$ cat src/rtl/fetch_unit.sv
// ---------------------------------------------------------------------------
// fetch_unit
//   Instruction fetch stage sitting directly in front of decode. It owns the
//   fetch PC, issues word requests to instruction memory, buffers the
//   in-order responses with their PCs in a small prefetch FIFO and presents
//   one instruction per cycle to decode. A redirect flushes the FIFO, turns
//   every still-pending request into one whose response is dropped, and
//   restarts fetch at the new (word-aligned) PC.
//
// Ports
//   clk            rising-edge clock
//   reset_i        synchronous active-high reset
//   req_valid_o    fetch request valid
//   req_addr_o     byte address of requested word (bits [1:0] always 0)
//   req_ready_i    memory accepts the request this cycle
//   resp_valid_i   response word valid (always accepted)
//   resp_data_i    instruction word, returned in request order
//   instr_valid_o  FIFO head valid
//   instr_o        head instruction
//   instr_pc_o     PC of head instruction
//   instr_ready_i  decode consumes the head this cycle
//   redirect_i     flush and restart fetch
//   redirect_pc_i  new fetch PC (bits [1:0] ignored)
// ---------------------------------------------------------------------------
module fetch_unit #(
    parameter int ADDR_WIDTH = 8,
    parameter int DEPTH      = 2,
    parameter int RESET_PC   = 0
) (
    input  logic                  clk,
    input  logic                  reset_i,
    output logic                  req_valid_o,
    output logic [ADDR_WIDTH-1:0] req_addr_o,
    input  logic                  req_ready_i,
    input  logic                  resp_valid_i,
    input  logic [31:0]           resp_data_i,
    output logic                  instr_valid_o,
    output logic [31:0]           instr_o,
    output logic [ADDR_WIDTH-1:0] instr_pc_o,
    input  logic                  instr_ready_i,
    input  logic                  redirect_i,
    input  logic [ADDR_WIDTH-1:0] redirect_pc_i
);

    // Counter width holds 0..DEPTH; pointer width indexes DEPTH slots.
    localparam int CW = $clog2(DEPTH + 1);
    localparam int PW = $clog2(DEPTH);

    localparam logic [ADDR_WIDTH-1:0] ALIGN_MASK  = ~ADDR_WIDTH'(3);
    localparam logic [ADDR_WIDTH-1:0] PC_STEP     = ADDR_WIDTH'(4);
    localparam logic [ADDR_WIDTH-1:0] RESET_PC_AL = ADDR_WIDTH'(RESET_PC) & ALIGN_MASK;
    localparam logic [CW:0]           DEPTH_W     = (CW + 1)'(DEPTH);

    // Architectural state
    logic [ADDR_WIDTH-1:0] fetch_pc_q, fetch_pc_d;
    logic [ADDR_WIDTH-1:0] resp_pc_q,  resp_pc_d;
    logic [CW-1:0]         live_q,     live_d;
    logic [CW-1:0]         discard_q,  discard_d;
    logic [CW-1:0]         count_q,    count_d;
    logic [PW-1:0]         rd_ptr_q,   rd_ptr_d;
    logic [PW-1:0]         wr_ptr_q,   wr_ptr_d;

    // Prefetch FIFO storage: instruction word and its PC per slot
    logic [31:0]           data_q [DEPTH];
    logic [ADDR_WIDTH-1:0] pc_q   [DEPTH];

    // Handshake / event decode
    logic          req_fire;
    logic          resp_drop;
    logic          resp_keep;
    logic          push;
    logic          pop;
    logic [CW:0]   occupancy;

    // Every slot that is pending in memory or sitting in the FIFO holds a
    // credit; a new request is only issued while a credit is free, which is
    // what keeps the FIFO from ever overflowing.
    assign occupancy = {1'b0, live_q} + {1'b0, discard_q} + {1'b0, count_q};

    assign req_valid_o = !reset_i && !redirect_i && (occupancy < DEPTH_W);
    assign req_addr_o  = fetch_pc_q;

    assign req_fire  = req_valid_o && req_ready_i;
    // A response first pays off any outstanding discards; only then is it kept.
    // A response with nothing pending is ignored (neither term fires).
    assign resp_drop = resp_valid_i && (discard_q != '0);
    assign resp_keep = resp_valid_i && (discard_q == '0) && (live_q != '0);

    assign instr_valid_o = !reset_i && (count_q != '0);
    assign instr_o       = data_q[rd_ptr_q];
    assign instr_pc_o    = pc_q[rd_ptr_q];

    // Redirect flushes the FIFO, so neither push nor pop takes effect then.
    assign push = resp_keep && !redirect_i;
    assign pop  = instr_valid_o && instr_ready_i && !redirect_i;

    always_comb begin
        fetch_pc_d = fetch_pc_q;
        resp_pc_d  = resp_pc_q;
        live_d     = live_q;
        discard_d  = discard_q;
        count_d    = count_q;
        rd_ptr_d   = rd_ptr_q;
        wr_ptr_d   = wr_ptr_q;

        if (redirect_i) begin
            fetch_pc_d = redirect_pc_i & ALIGN_MASK;
            resp_pc_d  = redirect_pc_i & ALIGN_MASK;
            // Everything still pending becomes a discard, minus the one
            // response (kept or dropped) that retires in this very cycle.
            discard_d  = discard_q + live_q - CW'(resp_drop || resp_keep);
            live_d     = '0;
            count_d    = '0;
            rd_ptr_d   = '0;
            wr_ptr_d   = '0;
        end else begin
            if (req_fire) begin
                fetch_pc_d = fetch_pc_q + PC_STEP;
            end
            if (resp_keep) begin
                resp_pc_d = resp_pc_q + PC_STEP;
                wr_ptr_d  = wr_ptr_q + PW'(1);
            end
            if (pop) begin
                rd_ptr_d = rd_ptr_q + PW'(1);
            end
            live_d    = live_q + CW'(req_fire) - CW'(resp_keep);
            discard_d = discard_q - CW'(resp_drop);
            count_d   = count_q + CW'(push) - CW'(pop);
        end
    end

    always_ff @(posedge clk) begin
        if (reset_i) begin
            fetch_pc_q <= RESET_PC_AL;
            resp_pc_q  <= RESET_PC_AL;
            live_q     <= '0;
            discard_q  <= '0;
            count_q    <= '0;
            rd_ptr_q   <= '0;
            wr_ptr_q   <= '0;
        end else begin
            fetch_pc_q <= fetch_pc_d;
            resp_pc_q  <= resp_pc_d;
            live_q     <= live_d;
            discard_q  <= discard_d;
            count_q    <= count_d;
            rd_ptr_q   <= rd_ptr_d;
            wr_ptr_q   <= wr_ptr_d;
        end
    end

    // Storage needs no reset: the occupancy count alone decides validity.
    always_ff @(posedge clk) begin
        if (push && !reset_i) begin
            data_q[wr_ptr_q] <= resp_data_i;
            pc_q[wr_ptr_q]   <= resp_pc_q;
        end
    end

endmodule

$ cat config.mk
export PLATFORM = sky130hd
export DESIGN_NAME = fetch_unit
export DESIGN_NICKNAME = d
export VERILOG_FILES = /design/src/rtl/fetch_unit.sv
export SDC_FILE = /design/constraint.sdc
export NUM_CORES = 1
export LEC_CHECK = 0
export BUFFER_PORTS_ARGS = -buffer_cell sky130_fd_sc_hd__buf_2
export CAP_MARGIN = 20
export CORE_ASPECT_RATIO = 0.9
export CORE_MARGIN = 10
export CORE_UTILIZATION = 45
export CTS_BUF_LIST = sky130_fd_sc_hd__clkbuf_8 sky130_fd_sc_hd__clkbuf_16
export DETAILED_ROUTE_END_ITERATION = 6
export GPL_TIMING_DRIVEN = 0
export PLACE_DENSITY = 0.71
export SLEW_MARGIN = 40
export SYNTH_ARGS = -nofsm -noshare
export SYNTH_HDL_FRONTEND = slang
export SYNTH_SLANG_ARGS = --single-unit
$ cat constraint.sdc
create_clock -name clk -period 5.16 [get_ports clk]
set_input_delay 0.258 -clock clk [delete_from_list [all_inputs] [get_ports clk]]
set_output_delay 0.258 -clock clk [all_outputs]
set_load 0.05 [all_outputs]
==> results of run 1 <==
==> cell usage after synthesis (5+ instances only) <==
library cell / n / area share, %
clkbuf_1: 7 / 0.64
xor2_1: 5 / 1.1
nor2_1: 16 / 1.5
xnor2_1: 5 / 1.1
or4_1: 5 / 0.92
dfxtp_1: 21 / 10
nand3_1: 5 / 0.61
mux2_2: 38 / 10
a31oi_1: 5 / 0.77
nand2_1: 6 / 0.55
edfxtp_1: 76 / 56
ha_1: 12 / 3.7
o21ai_0: 6 / 0.74
inv_1: 12 / 1.1
==> metal layers <==
metal	part of all wire, %	up-vias	track usage [%]
met5	0	-	0
met4	1.2	0	4.65
met3	7.6	10	4.17
met2	46	99	20.7
met1	45	1244	15.7
li1	-	1273	-
==> logic make-up (layout without fill, tap and decap cells) <==
family / Yosys count / count (layout) / synth area share [%]
simple gates: 54 / 54 / 7.30
other cells: 1 / 5 / 0.0919
fa+ha+maj: 13 / 13 / 4.17
compound gates: 38 / 38 / 6.50
mux: 38 / 38 / 10.5
buf+inv: 27 / 139 / 3.07
flops: 97 / 97 / 66.2
xor+xnor: 10 / 10 / 2.15
==> cell type report <==
cell class              instances  share of cell area, %
inverters                      12                  0.912
flip-flops and latches         97                   54.7
multi-input cells             157                   25.8
well taps                     119                   3.02
clock buffers                   9                   2.51
plain buffers                  15                   1.62
repair buffers                 96                   9.73
clock inverters                 7                   1.60
diodes                          1                 0.0507
==> flip-flops by register name (all words and copies together) (netlist names), named ones only <==
name / count
live_q: 2
req_addr_o: 6
discard_q: 2
wr_ptr_q: 1
resp_pc_q: 6
data_q: 64
count_q: 2
rd_ptr_q: 1
pc_q: 12
==> how the worst max path moves through the flow <==
| stage | startpoint | endpoint | slack [ns] | cells after the start |
|---|---|---|---|---|
| 5_1_grt | live_q[1] | live_q[1] | 1.89 | 12 |
| 3_3_place_gp | reset_i | data_q[0][31] | -1.98 | 4 |
| 2_1_floorplan | redirect_i | data_q[0][0] | 0.07 | 4 |
| 6_report | live_q[1] | live_q[1] | 2.03 | 12 |
| 4_1_cts | live_q[1] | live_q[1] | 2.03 | 12 |
| 3_5_place_dp | live_q[1] | live_q[1] | 2.05 | 12 |
==> stage by stage <==
stage | instance area, sq um | instances | util [%]
floorplan | 4090 | 281 | -
detailed placement | 4730 | 496 | 54.5
global placement | 4680 | 488 | 53.9
global route | 4930 | 512 | 56.8
CTS | 4930 | 512 | 56.8
finish | 4940 | 513 | 56.8
==> where the power goes <==
group	leakage, nW	total (W)	switching [W]	internal [W]
logic	0.941	0.000122	0.0000753	0.0000464
registers	0.857	0.000865	0.0000132	0.000851
clock network	0.104	0.000496	0.000266	0.000230
total	1.90	0.00148	0.000355	0.00113
==> results by group, run 1 <==
Clocking
  • Sink Count: 97
  • H-tree Lvls: 3
  • CTS tree: done
  • CTS root buffer: clkbuf_8
  • CTS buffer count: 9
  • Clock tree buffer depth: 2
  • Skew-Pair Late Insertion Delay: 0.36 ns
  • Cts hold-fix bufs: 0
  • Post-CTS Setup Bufs: 0
  • Clock slew at reported path FFs: 0.10 ns
  • PostCTS Resize Cnt: 0

Floorplan
  • Die ar.: 0.0133 sq mm
  • Die Y: 110 microns
  • Rows: 32
  • Io pins: 96
  • Core footprint: 0.00869 sq mm
  • Overall die width: 120 microns
  • Initial Util: 47.0%

Timing
  • Fmax: 320 MHz
  • Crit path time final: 3.13 ns
  • Setup skew after layout: 0.00740 ns
  • RSZ-0062 raised after global routing: false
  • Final Hold Viols: 0
  • Worst Hold Margin: 0.0800 ns
  • Final worst slack: 2.03 ns
  • Relative slew margins: 54.6%
  • Final setup viols: 0
  • Setup TNS: 0 ns
  • Actual slew at the worst max-slew pin: 0.677 ns
  • Final Cycle Share: 60.6%
  • Fin. max-slew vios: 0

Placed design
  • DP HPWL: 6210 microns
  • Pre-CTS setup slack: 2.05 ns
  • Count of buffers from port buffering: 88
  • Final Wtd Congestion: 0.838

Yosys
  • Sequential share of the synthesized area: 66.2%
  • Synth Cell Area: 0.00408 sq mm
  • Synthesis-stage register bit count: 97
  • Post-Syn Instances: 278
  • Post-synth cell types: 47
  • Post-synth EDFFs: 76
  • Ys Warns: 0
  • Ys flop type: edfxtp_1
  • Async set-reset flop share out of synthesis: 0%
  • Syn_area_per_cell: 14.7 sq um

Setup path
  • Worst EP required: 5.40 ns
  • Slowest cell on crit path: nor4b_2
  • Crit Path Class: reg -> reg
  • Buf+Inv Stages, Crit Path: 3
  • Worst r2r dst: live_q[1]
  • Cell family with most CP delay: adder cells
  • Crit path arrival time: 3.37 ns
  • Crit Path Max Fanout: 6
  • Crit-path cells: inv_1 -> fa_1 -> inv_1 -> ha_1 -> nor4b_2 -> nand2_1 -> ha_1 -> inv_1 -> ha_1 -> xor2_1 -> xnor2_1 -> nor2_1
  • Crit start category: register
  • FF-to-FF Start: live_q[1]
  • Crit-path max cell delay: 0.58 ns
  • Worst reg-to-reg setup slack: 2.03 ns
  • Reg2Reg Depth: 12
  • Worst setup EP type: register

Detailed routing
  • Avg Vias per Cell: 5.12
  • Final WL: 8400 microns
  • Starting DRT DRC Count: 209
  • Pre-antenna DRT Iters: 4
  • DRT antenna net count: 0
  • Via count: 2626
  • WL/cell: 16.4 microns
  • DRC Markers: 0

Finish
  • Seq. cell area: 0.00270 sq mm
  • Most common cell after layout, fill and taps aside: buf_2
  • # fillers: 727
  • Area grow syn2layout: 21.0%
  • Number of nets in the layout: 447
  • Multi-input logic area: 0.00127 sq mm
  • Commonest cells after routing, fill and taps aside: buf_2, edfxtp_1, mux2_2, dfxtp_1, nor2_1
  • Layout cells sized above 1: 41.0%

Power and ir drop
  • Leakage: 1.90 nW
  • VDD IR max: 0.121 mV
  • Tot Pwr: 0.00148 W
  • Power per standard cell area: 300 mW/mm^2

Hold path
  • Hold Startpoint: resp_data_i[12]
  • WHS Path Cells: 1
  • Worst hold path type: in -> reg
  • Hold EP: data_q[1][12]

Status
  • Status: complete, no violations

Job
  • Max-cap violations: 0

Global route
  • First-pass GRT wire length: 13300 microns
  • Total GRT Usage: 12.7%
  • Number of global-route vias before repair: 2660
  • Largest net degree at the start of global routing: 39
  • Total congestion overflow: 0
  • Initial antenna violation count: 1
Power figures use the tool's default switching activity.
==> run 2: changes to the inputs <==
Settings changed: PLACE_DENSITY 0.71 to 0.69.
Clock period 5.16 ns to 2.9 ns, I/O delays scaled along.
==> run 2 against run 1 <==
Cell area is 6.9% higher. Die area unchanged. Combinational power is 110% higher. Clock skew grew 0.0039 ns. Critical path depth down 4. Clock power is 73% higher. First-iteration DRC count decreased by 2.9%. Utilization rose by 3.9 points. Routed wire length is 7.8% higher. Maximum frequency rose by 14%. Register-to-register slack got worse by 1.9 ns. Largest cell class unchanged. Largest power group unchanged.
==> results by group, run 2 (synthesis results as in run 1) <==
Power and ir drop
  • Combinational share of power: 9.7% (+1.5 points)
  • Power per standard cell area: 503 mW/mm^2 (+68%)
  • Sw Share: 23.7% (-0.25 points)
  • Clock share of power: 32.4% (-1.1 points)
  • Share of power burned in registers: 58.0% (-0.3 points)
  • Int Pwr: 0.00203 W (+80%)
  • VDD IR max: 0.228 mV (+88%)
  • Tot Pwr: 0.00266 W (+79%)
  • Leakage: 2.02 nW (+6.4%)
  • Sw Pwr: 0.000629 W (+77%)

Finish
  • Number of nets in the layout: 476 (+6.5%)
  • Commonest cells after routing, fill and taps aside: buf_2, edfxtp_1, mux2_2, dlygate4sd3_1, dfxtp_1
  • Max reg flops: 64 (unchanged)
  • Layout cells sized above 1: 38.2% (-2.8 points)
  • Top reg by flops: data_q
  • Number of diodes: 0 (-1)
  • Most common cell after layout, fill and taps aside: buf_2
  • Final Non-Filler Cells: 541 (+5.5%)
  • Biggest regs: data_q: 64 flops, pc_q: 12 flops
  • Final Util: 60.8% (+3.9 points)
  • Area grow syn2layout: 29.4%

Clocking
  • Skew-Pair Late Insertion Delay: 0.35 ns (about the same)
  • Clock tree buffer depth: 2 (unchanged)
  • Clock slew at reported path FFs: 0.09 ns (about the same)
  • CTS buffer count: 9 (unchanged)
  • CTS tree: done
  • Sink Count: 97 (unchanged)
  • H-tree Lvls: 3 (unchanged)
  • CTS root buffer: clkbuf_8

Setup path
  • Crit path arrival time: 3.01 ns (-0.36 ns)
  • Worst reg-to-reg setup slack: 0.17 ns (-1.87 ns)
  • Crit start category: register
  • FF-to-FF Start: live_q[1]
  • Crit Path Class: reg -> reg
  • Worst EP required: 3.17 ns (-2.23 ns)
  • Crit path launch: live_q[1]
  • Worst setup EP type: register
  • Crit Path Max Fanout: 9 (+3)

Timing
  • Actual slew at the worst max-slew pin: 0.769 ns (+0.0925 ns)
  • Setup skew after layout: 0.0113 ns (+0.00393 ns)
  • RSZ-0062 raised after global routing: false
  • Relative slew margins: 48.4% (-6.2 points)
  • Fmax: 366 MHz (+14%)
  • Final Hold Viols: 0 (unchanged)
  • Final setup viols: 0 (unchanged)
  • Final Cycle Share: 94.3% (+34 points)
  • Fin. max-slew vios: 0 (unchanged)
  • Worst Hold Margin: 0.101 ns (+0.0213 ns)
  • Crit path time final: 2.73 ns (-0.390 ns)

Detailed routing
  • WL/cell: 16.7 microns (+2.2%)
  • Via count: 2715 (+3.4%)
  • DRT antenna net count: 0 (unchanged)
  • Starting DRT DRC Count: 203 (-2.9%)
  • Avg Vias per Cell: 5.02 (-2.0%)
  • Final WL: 9050 microns (+7.8%)
  • DRC Markers: 0 (unchanged)
  • Pre-antenna DRT Iters: 4 (unchanged)

Job
  • Max-cap violations: 0 (unchanged)

Hold path
  • Worst hold path type: in -> reg
  • Hold Startpoint: redirect_pc_i[4]

Status
  • Status: complete, no violations

Floorplan
  • Core footprint: 0.00869 sq mm (unchanged)
  • Io pins: 96 (unchanged)
  • Initial Util: 47.0% (unchanged)
  • Die Y: 110 microns (unchanged)
  • Rows: 32 (unchanged)
  • Overall die width: 120 microns (unchanged)
  • Die ar.: 0.0133 sq mm (unchanged)

Global route
  • Largest net degree at the start of global routing: 39 (unchanged)
  • First-pass GRT wire length: 14300 microns (+7.9%)
  • Initial antenna violation count: 0 (-1)
  • Number of global-route vias before repair: 2803 (+5.4%)
  • Total GRT Usage: 13.6% (+0.86 points)
  • Total congestion overflow: 0 (unchanged)

Placed design
  • Dpl cells: 492 (-0.81%)
  • DP HPWL: 6420 microns (+3.4%)
  • Final Wtd Congestion: 0.796 (-5.1%)
  • Count of buffers from port buffering: 88 (unchanged)
run 2: critical path: stages, from the launching register on:
cell     delay [ns]
dfxtp_4        0.39
inv_1          0.06
fa_1           0.54
inv_1          0.04
ha_1           0.33
or4b_1         0.47
buf_2          0.18
or4_1          0.47
a41oi_1        0.18
run 2: per-stage QoR:
step	setup slack (ns)	setup TNS (ns)	area, sq um
6_report	0.165	0	5280
5_1_grt	0.0306	0	5280
4_1_cts	0.0176	0	5260
3_5_place_dp	-0.194	-0.228	4730
3_3_place_gp	-0.368	-15.21	4700
2_1_floorplan	0.137	0	4110
run 2: final timing paths:
| path | to | cells after the start |
|---|---|---|
| worst max-delay path | req_addr_o[6] | 8 |
| worst min-delay path | req_addr_o[4] | 3 |
| worst max register to register | req_addr_o[6] | 8 |
| worst min register to register | pc_q[0][7] | 0 |
run 2: area by class of cell:
cell class / count / area [sq um]
plain buffers: 15 / 80.1
clock buffers: 9 / 124
clock inverters: 7 / 68.8
fillers: 693 / 3410
inverters: 12 / 45.0
multi-input cells: 157 / 1300
flip-flops and latches: 97 / 2710
well taps: 119 / 149
repair buffers: 125 / 802
run 2: layer usage:
layer,GRT usage (%),vias to the layer above,wire [microns]
met1,15.9,1297,3980
met3,4.42,6,590
met4,4.22,0,45
li1,-,1325,-
met2,23.5,87,4440
met5,0,-,0
run 2: what timing repair did:
item / in CTS / in global routing
buffers inserted: 1 / 0
resized for setup: 1 / 5
hold buffers: 32 / 0
endpoints found under the setup margin: 2 / 5
endpoints found under the hold margin: 64 / 0
pin swaps: 1 / 1
gates cloned: 0 / 0
run 2: power groups by stage:
stage	sequential [W]	clock [W]	combinational (W)
global route	0.00154	0.000948	0.000285
detailed placement	0.00157	0	0.000218
CTS	0.00154	0.000874	0.000258
floorplan	0.00158	0	0.000130
global placement	0.00157	0	0.000210
finish	0.00154	0.000859	0.000257
==> run 3: changes to the inputs <==
Settings changed: CTS_BUF_LIST sky130_fd_sc_hd__clkbuf_8 sky130_fd_sc_hd__clkbuf_16 to not set.
==> run 3 against run 2 <==
Setup slack got worse by 0.00081 ns. Routed wire length rose by 0.59%. First-iteration DRC count fell by 4.4%. Critical path type unchanged. Sequential share of layout area did not move. Non-clock buffer count did not move. Sequential cell count did not move. Final cell count did not move. Clock-buffer cell count rose by 1.
==> results by group, run 3 (synthesis results as in run 1) <==
Detailed routing
  • Pre-antenna DRT Iters: 4 (unchanged)
  • Starting DRT DRC Count: 194 (-4.4%)
  • WL/cell: 16.8 microns (+0.59%)
  • Final WL: 9110 microns (+0.59%)
  • Avg Vias per Cell: 5.06 (+0.92%)
  • DRC Markers: 0 (unchanged)
  • Via count: 2740 (+0.92%)
  • DRT antenna net count: 0 (unchanged)

Timing
  • Fmax: 366 MHz (about the same)
  • Final Hold Viols: 0 (unchanged)
  • Fin. max-slew vios: 0 (unchanged)
  • Relative slew margins: 50.3% (+1.9 points)
  • Setup skew after layout: 0.00939 ns (-0.00194 ns)
  • Actual slew at the worst max-slew pin: 0.741 ns (-0.0285 ns)
  • RSZ-0062 raised after global routing: false
  • Crit path time final: 2.74 ns (+0.000814 ns)
  • Final Cycle Share: 94.3% (about the same)
  • Final setup viols: 0 (unchanged)
  • Setup TNS: 0 ns (unchanged)

Job
  • Max-cap violations: 0 (unchanged)

Global route
  • Total congestion overflow: 0 (unchanged)
  • Initial antenna violation count: 0 (unchanged)
  • First-pass GRT wire length: 14300 microns (unchanged)
  • Largest net degree at the start of global routing: 39 (unchanged)
  • Total GRT Usage: 13.6% (unchanged)
  • Number of global-route vias before repair: 2803 (unchanged)

Floorplan
  • Rows: 32 (unchanged)
  • Die Y: 110 microns (unchanged)
  • Core footprint: 0.00869 sq mm (unchanged)
  • Overall die width: 120 microns (unchanged)
  • Die ar.: 0.0133 sq mm (unchanged)
  • Initial Util: 47.0% (unchanged)
  • Io pins: 96 (unchanged)

Setup path
  • Worst EP required: 3.18 ns (about the same)
  • Crit path arrival time: 3.01 ns (about the same)
  • Worst setup EP type: register
  • Crit Path Class: reg -> reg
  • Crit Path Max Fanout: 9 (unchanged)
  • Crit start category: register

Finish
  • Commonest cells after routing, fill and taps aside: buf_2, edfxtp_1, mux2_2, dlygate4sd3_1, dfxtp_1
  • Max reg flops: 64 (unchanged)
  • Layout cells sized above 1: 38.2% (unchanged)
  • Area grow syn2layout: 29.4% (unchanged)
  • # fillers: 693 (unchanged)
  • Number of diodes: 0 (unchanged)
  • Seq. cell area: 0.00271 sq mm (unchanged)
  • Multi-input logic area: 0.00130 sq mm (unchanged)
  • Post-route cell area: 0.00528 sq mm (unchanged)
  • Number of nets in the layout: 476 (unchanged)
  • Top reg by flops: data_q
  • Most common cell after layout, fill and taps aside: buf_2
  • Biggest regs: data_q: 64 flops, pc_q: 12 flops

Power and ir drop
  • Power per standard cell area: 505 mW/mm^2 (+0.31%)
  • VDD IR max: 0.232 mV (+1.5%)
  • Leakage: 2.02 nW (-0.20%)

Clocking
  • Clock tree buffer depth: 2 (unchanged)
  • CTS root buffer: clkbuf_8
  • CTS buffer count: 9 (unchanged)
  • H-tree Lvls: 3 (unchanged)
  • Sink Count: 97 (unchanged)
  • Clock slew at reported path FFs: 0.09 ns (about the same)
  • Skew-Pair Late Insertion Delay: 0.35 ns (about the same)
  • CTS tree: done

Placed design
  • Final Wtd Congestion: 0.796 (unchanged)
  • Count of buffers from port buffering: 88 (unchanged)
  • DP HPWL: 6420 microns (unchanged)
  • Cell Area, Placed: 0.00473 sq mm (unchanged)

Status
  • Status: complete, no violations

Hold path
  • Worst hold path type: in -> reg
==> run 3: what timing repair did <==
| action | CTS | global route |
|---|---|---|
| endpoints found under the setup margin | 2 | 5 |
| resized for setup | 1 | 5 |
| hold endpoints to repair | 64 | 0 |
| setup buffers | 1 | 0 |
| hold buffers | 32 | 0 |
| pin swaps | 1 | 1 |
==> run 3: power by group <==
| group | internal (W) | switching [W] | leakage [nW] |
|---|---|---|---|
| logic | 0.000113 | 0.000145 | 1.06 |
| clock network | 0.000403 | 0.000464 | 0.0971 |
| registers | 0.00151 | 0.0000243 | 0.859 |
| total | 0.00203 | 0.000634 | 2.02 |
==> run 3: path summary, 6_finish.rpt <==
kind | startpoint | endpoint | slack (ns) | cells after the start
worst min register to register | resp_pc_q[7] | pc_q[0][7] | 0.50 | 0
worst max-delay path | live_q[1] | req_addr_o[5] | 0.16 | 8
worst min-delay path | redirect_pc_i[4] | req_addr_o[4] | 0.1 | 3
worst max register to register | live_q[1] | req_addr_o[5] | 0.16 | 8
==> run 3: critical path, cell delays in order (launching register included) <==
cell     delay (ns)
dfxtp_4        0.39
inv_1          0.06
fa_1           0.54
inv_1          0.04
ha_1           0.33
or4b_1         0.47
buf_2          0.18
or4_1          0.47
a41oi_1        0.18
==> run 3: through the flow <==
| step | cells | setup WS (ns) | hold WS [ns] | utilization [%] | total power, W |
|---|---|---|---|---|---|
| final | 541 | 0.164 | 0.0991 | 60.8 | 0.00266 |
| after global placement | 488 | -0.368 | 0.333 | 54.0 | 0.00178 |
| after floorplan | 281 | 0.137 | 0.244 | - | 0.00171 |
| after global routing | 541 | 0.0306 | 0.0926 | 60.8 | 0.00278 |
| after CTS | 541 | 0.0176 | 0.0855 | 60.6 | 0.00267 |
| after detailed placement | 492 | -0.194 | 0.337 | 54.5 | 0.00179 |
==> run 3: cell type report <==
| cell class | count | area share, % |
|---|---|---|
| Sequential cell | 97 | 51.3 |
| Multi-Input combinational cell | 157 | 24.6 |
| Timing Repair Buffer | 125 | 15.2 |
| Tap cell | 119 | 2.82 |
| Clock buffer | 10 | 2.42 |
| Buffer | 15 | 1.52 |
| Clock inverter | 6 | 1.23 |
| Inverter | 12 | 0.853 |
==> run 3: per-layer routing <==
metal | vias to the layer above | track usage, % | share of wire [%]
met1 | 1308 | 15.9 | 44
met2 | 95 | 23.5 | 49
met5 | - | 0 | 0
met3 | 10 | 4.42 | 6.8
li1 | 1327 | - | -
met4 | 0 | 4.22 | 0.93
